==> config.mk <==
export PLATFORM = sky130hd
export DESIGN_NAME = chan_link_fifo
export DESIGN_NICKNAME = d
export VERILOG_FILES = /design/src/rtl/chan_link_fifo.sv
export SDC_FILE = /design/constraint.sdc
export NUM_CORES = 1
export LEC_CHECK = 0
export ABC_AREA = 1
export BUFFER_PORTS_ARGS = -buffer_cell sky130_fd_sc_hd__buf_2
export CAP_MARGIN = 20
export CELL_PAD_IN_SITES_DETAIL_PLACEMENT = 0
export CELL_PAD_IN_SITES_GLOBAL_PLACEMENT = 1
export CORE_UTILIZATION = 48
export DETAILED_ROUTE_END_ITERATION = 12
export PLACE_DENSITY = 0.95
export SKIP_CTS_REPAIR_TIMING = 1
export SLEW_MARGIN = 20
export SYNTH_ARGS = -nofsm -noshare
export SYNTH_HDL_FRONTEND = slang
export SYNTH_SLANG_ARGS = --single-unit
==> constraint.sdc <==
create_clock -name clk -period 4.1 [get_ports clk]
set_clock_uncertainty 0.1 [all_clocks]
set_input_delay 0.615 -clock clk [delete_from_list [all_inputs] [get_ports clk]]
set_output_delay 0.615 -clock clk [all_outputs]
set_load 0.02 [all_outputs]
==> src/rtl/chan_link_fifo.sv <==
// Multi-lane drive-to-observe link: NUM_CH independent first-word-fall-through
// FIFOs with per-lane fill level and saturating observe-handshake counters.
module chan_link_fifo #(
    parameter int unsigned NUM_CH = 4,
    parameter int unsigned DATA_W = 8,
    parameter int unsigned DEPTH  = 4,
    parameter int unsigned CNT_W  = 8
) (
    input  logic                                  clk,
    input  logic                                  rst_n,
    input  logic                                  flush,
    input  logic                                  cnt_clr,
    input  logic [NUM_CH-1:0]                     drv_valid,
    output logic [NUM_CH-1:0]                     drv_ready,
    input  logic [NUM_CH*DATA_W-1:0]              drv_data,
    output logic [NUM_CH-1:0]                     obs_valid,
    input  logic [NUM_CH-1:0]                     obs_ready,
    output logic [NUM_CH*DATA_W-1:0]              obs_data,
    output logic [NUM_CH*($clog2(DEPTH)+1)-1:0]   level,
    output logic [NUM_CH*CNT_W-1:0]               xfer_cnt
);

    localparam int unsigned PTR_W = $clog2(DEPTH);
    localparam int unsigned LVL_W = PTR_W + 1;

    for (genvar i = 0; i < NUM_CH; i++) begin : g_lane
        logic [DATA_W-1:0] r_mem [DEPTH];
        logic [PTR_W-1:0]  r_wr_ptr;
        logic [PTR_W-1:0]  r_rd_ptr;
        logic [LVL_W-1:0]  r_level;
        logic [CNT_W-1:0]  r_cnt;
        logic              w_ready;
        logic              w_valid;
        logic              w_push;
        logic              w_pop;

        // Full/empty come from the level count so pointer equality is never ambiguous.
        assign w_ready = (r_level != LVL_W'(DEPTH)) && !flush;
        assign w_valid = (r_level != LVL_W'(0));
        assign w_push  = drv_valid[i] && w_ready;
        assign w_pop   = w_valid && obs_ready[i] && !flush;

        always_ff @(posedge clk) begin
            if (w_push) begin
                r_mem[r_wr_ptr] <= drv_data[i*DATA_W +: DATA_W];
            end
        end

        always_ff @(posedge clk or negedge rst_n) begin
            if (!rst_n) begin
                r_wr_ptr <= '0;
                r_rd_ptr <= '0;
                r_level  <= '0;
            end else if (flush) begin
                r_wr_ptr <= '0;
                r_rd_ptr <= '0;
                r_level  <= '0;
            end else begin
                if (w_push) begin
                    r_wr_ptr <= r_wr_ptr + PTR_W'(1);
                end
                if (w_pop) begin
                    r_rd_ptr <= r_rd_ptr + PTR_W'(1);
                end
                case ({w_push, w_pop})
                    2'b10:   r_level <= r_level + LVL_W'(1);
                    2'b01:   r_level <= r_level - LVL_W'(1);
                    default: r_level <= r_level;
                endcase
            end
        end

        // Clear beats a same-cycle increment; flushed pops are not counted.
        always_ff @(posedge clk or negedge rst_n) begin
            if (!rst_n) begin
                r_cnt <= '0;
            end else if (cnt_clr) begin
                r_cnt <= '0;
            end else if (w_pop && (r_cnt != {CNT_W{1'b1}})) begin
                r_cnt <= r_cnt + CNT_W'(1);
            end
        end

        assign drv_ready[i]                 = w_ready;
        assign obs_valid[i]                 = w_valid;
        assign obs_data[i*DATA_W +: DATA_W] = w_valid ? r_mem[r_rd_ptr] : '0;
        assign level[i*LVL_W +: LVL_W]      = r_level;
        assign xfer_cnt[i*CNT_W +: CNT_W]   = r_cnt;
    end

endmodule

[Word level (Yosys, flattened, before mapping)]
Memories as Yosys holds them, arrays and structs flattened.
Cells that the tools add are included.
Word-level totals
  register bits after elaboration: 60
  memory bits (writable): 128
  input port bits: 44
  output and inout bits: 84
  word-level logic and storage cells: 141
  memories: 4
Operators by class
  $add $sub $neg: 20
  eq/ne operators: 16
  multiplexer cells: 44
  reductions and logical operators: 41
Memory list
  g_lane[0].r_mem: depth 4, width 8, read ports 1, clocked after Yosys merged registers in 0, wr ports 1, line 27  | logic [DATA_W-1:0] r_mem [DEPTH];
  g_lane[1].r_mem: depth 4, width 8, read ports 1, clocked after Yosys merged registers in 0, wr ports 1, line 27
  g_lane[2].r_mem: depth 4, width 8, read ports 1, clocked after Yosys merged registers in 0, wr ports 1, line 27
  g_lane[3].r_mem: depth 4, width 8, read ports 1, clocked after Yosys merged registers in 0, wr ports 1, line 27
Operators by type and width (count)
  $mux 8: 12
  $add 8x1->8 const B: 4
  $mux 2: 16
  $ne 8x8->1 const B: 4
  $pmux 3 s2: 4
  $reduce_bool 2->1: 12
  $reduce_bool 3->1: 8
  $logic_and 1x1->1: 20
  $add 2x1->2 const B: 8
  $add 3x1->3 const B: 4
  $mux 3: 4
  $ne 3x3->1 const B: 4
  $sub 3x1->3 const B: 4
  $eq 2x1->1 const B: 4
  $eq 2x2->1 const B: 4
  $mux 1: 8
  $logic_not 1->1: 1

[Depth between registers and ports, before layout]
  depth in word-level cells: 6
  mapped depth: 11
  gate-level depth less buffers: 11

[Worst setup path after synthesis]
Ideal clock, no wire load.
  path type: input port to output port
  from: in flush
  to: out drv_ready[0]
  arrival: 1436 ps
  required time: 3385 ps
  slack: 1949 ps
  stages: 7
  cells stage by stage: buf_6 -> inv_4 -> buf_2 -> buf_2 -> nand2_1 -> inv_1 -> buf_4
Between the ends
  word-level cells in the longest chain between the ends: 2
Ends and longest elaborated chain
  start, declared: line 11  | input logic flush,
  $logic_not 1->1: line 38  | assign w_ready = (r_level != LVL_W'(DEPTH)) && !flush;
  $logic_and 1x1->1: line 38
  end, declared: line 14  | output logic [NUM_CH-1:0] drv_ready,
No other way between the ends.

[Worst setup path in the final report]
  from: reg g_lane[2].r_rd_ptr[0]
  to: out obs_data[18]
Between the ends
  word-level cells in the longest chain between the ends: 2
Ends and longest elaborated chain
  start, declared: line 29  | logic [PTR_W-1:0] r_rd_ptr;
  start signal, assigned: line 63  | r_rd_ptr <= r_rd_ptr + PTR_W'(1);
  $mem_v2 4x8
  $mux 8: line 86  | assign obs_data[i*DATA_W +: DATA_W] = w_valid ? r_mem[r_rd_ptr] : '0;
  end, declared: line 18  | output logic [NUM_CH*DATA_W-1:0] obs_data,
No other way between the ends.

==> results.json <==
{
  "ir_worst_vdd_uv": 315,
  "hold_violations": 0,
  "clkSinkCount": 188,
  "yosysSeqAreaShare": 0.612,
  "pre_cts_slack_ns": 1.52,
  "cts-buffers-inserted": 17,
  "worstPathRequired_ns": 3.38,
  "fin_crit_sh": 0.703,
  "syn_nets": 928,
  "routed-via-count": 6114,
  "startpoint": "g_lane[2].r_rd_ptr[0]$_DFFE_PN0P_",
  "cp-endpoint": "obs_data[18]",
  "grt_usage": 0.198,
  "die_area_mm2": 0.0187,
  "ios": 128,
  "period_minus_slack_ns": 2.88,
  "regToRegEndpoint": "g_lane[2].r_level[2]$_DFFE_PN0P_",
  "pwr-share-clk": 0.309,
  "place.gp.congestion": 0.783,
  "p_leak_nw": 4.33,
  "grt_pass1_vias": 5604,
  "rows": 48,
  "pwr-share-seq": 0.437,
  "setup_tns_ns": 0,
  "rr_startpoint": "g_lane[2].r_level[0]$_DFFE_PN0P_",
  "tritoncts": "yes",
  "grt-ovfl-total": 0,
  "num_antenna_cells": 0,
  "cp-end-kind": "output port",
  "start_util": 0.498,
  "synthDistinctLibCells": 39,
  "fp.dieW_um": 137,
  "setup-violations-final": 0,
  "rsz0062_at_grt": "no",
  "clkLatencyLatePin_ns": 0.43,
  "tightest_slew_ns": 0.985,
  "netlist_area_mm2": 0.00874,
  "grt_pass1_wl_mm": 28.0,
  "p_int_mw": 3.55,
  "timing.hold.ws_ns": 0.0843,
  "drc": 0,
  "wl_per_cell_um": 14.6,
  "start_kind": "flip-flop",
  "core-area_mm2": 0.0175,
  "via_per_inst": 5.04,
  "syn_inst": 860,
  "ys_ff_latch": 188,
  "p_per_area_mw_per_mm2": 529,
  "fin_nets": 1045,
  "finalMaxSlewViolations": 0,
  "cp.arrival_ns": 2.17,
  "drtIter0Drc": 326,
  "hpwl_mm": 12.6,
  "ys_async_sr_fraction": 0.319,
  "power.total_mw": 5.33,
  "drt_wl_total_mm": 17.7,
  "cp_max_fo": 18,
  "final_common_cell": "nor2_1",
  "grt_max_degree": 45,
  "firstDrtPassIters": 5,
  "p_switching_mw": 1.78,
  "yosys_warnings": 0,
  "final_util": 0.575,
  "r2r_cells": 10,
  "antenna_found_initial": 0,
  "fin_ws_ns": 1.22,
  "cts_buffer_depth": 2,
  "final_cell_mix": "169 x nor2_1, 128 x edfxtp_1, 126 x buf_2",
  "avgSynthCellArea_um2": 10.2,
  "max-slew-margin-rel": 0.338,
  "ff2ff_setup_slack_ns": 2.03,
  "worstSetupPathType": "reg -> out",
  "synth_edf_count": 128,
  "combPwrFrac": 0.254,
  "worstHoldPathType": "in -> async",
  "cts-root-buf": "clkbuf_16",
  "p_sw_frac": 0.334,
  "port_buffers": 127,
  "ant_nets": 0,
  "drive_gt1_frac": 0.206,
  "max_freq_ghz": 0.347,
  "status": "finished clean",
  "die_y_um": 137,
  "clk_pin_slew_worst_paths_ns": 0.07,
  "syn2layout_area_growth_pct": 15.3,
  "synthFlopType": "edfxtp_1",
  "h-tree-depth": 4,
  "cap_viol_max_count": 0
}
routing by layer:
metal	global-route usage	share of wire	up-vias
met5	0	0	-
met4	0.0678	0.015	0
met3	0.0511	0.056	22
met2	0.312	0.47	167
met1	0.267	0.45	2823
li1	-	-	3102
per-stage QoR:
step	instance area (um^2)	cells
after floorplan	8740	860
after global placement	9490	1183
after detailed placement	9490	1183
after CTS	10100	1214
after global routing	10100	1214
final	10100	1214
kinds of logic after synthesis:
family | after synthesis | synth area share
flops | 188 | 0.612
compound gates | 155 | 0.0939
buf+inv | 115 | 0.0561
xor+xnor | 19 | 0.0190
fa+ha+maj | 24 | 0.0378
simple gates | 359 | 0.181
synth_stat cells, types with 6 or more instances:
library cell  number  area share
nor2_1           169       0.073
ha_1              20       0.029
a21oi_1           48       0.027
clkbuf_1           7      0.0030
nor3_1             7      0.0040
xor2_1            17       0.017
nand2_2           15       0.011
o21ai_1            6      0.0034
buf_2             14      0.0080
o21ai_0           87       0.050
inv_2              8      0.0034
nand3_1           41       0.023
inv_1             71       0.031
buf_4              8      0.0069
edfxtp_1         128        0.44
dfrtp_1           60        0.17
nand2_1          106       0.046
final cells by class:
class | instances | area [um^2]
Multi-Input combinational cell | 557 | 2900
Tap cell | 225 | 282
Timing Repair Buffer | 128 | 646
Inverter | 85 | 323
Clock inverter | 10 | 140
Fill cell | 1489 | 7460
Clock buffer | 21 | 440
Sequential cell | 188 | 5350
power groups by stage:
stage               registers (mW)  clock network (mW)  logic (mW)
global placement              2.36                   0        1.34
finish                        2.33                1.65        1.36
floorplan                     2.34                   0       0.979
detailed placement            2.37                   0        1.36
global route                  2.35                1.74        1.51
CTS                           2.33                1.68        1.37
sequential cells by signal, summed over array words and instances (netlist names):
signal	flops
g_lane.r_mem	128
g_lane.r_cnt	32
g_lane.r_level	12
g_lane.r_rd_ptr	8
g_lane.r_wr_ptr	8
worst min path at each step:
| stage | start | endpoint | slack, ns | cells after the start |
|---|---|---|---|---|
| final | rst_n | g_lane[2].r_cnt[0]$_DFFE_PN0P_ | 0.08 | 1 |
| after global routing | rst_n | g_lane[2].r_cnt[0]$_DFFE_PN0P_ | 0.13 | 1 |
| after floorplan | rst_n | g_lane[0].r_cnt[0]$_DFFE_PN0P_ | 0.22 | 0 |
| after CTS | drv_data[22] | g_lane[2].r_mem[3][6]$_DFFE_PP_ | 0.28 | 1 |
| after global placement | g_lane[1].r_cnt[1]$_DFFE_PN0P_ | g_lane[1].r_cnt[1]$_DFFE_PN0P_ | 0.41 | 2 |
| after detailed placement | g_lane[3].r_cnt[1]$_DFFE_PN0P_ | g_lane[3].r_cnt[1]$_DFFE_PN0P_ | 0.43 | 2 |
critical path: stages, from the launching register on:
cell,delay (ns)
dfrtp_1,0.69
inv_1,0.39
o21ai_0,0.32
a21oi_1,0.12
buf_2,0.21
(Power assumes the default switching activity.)
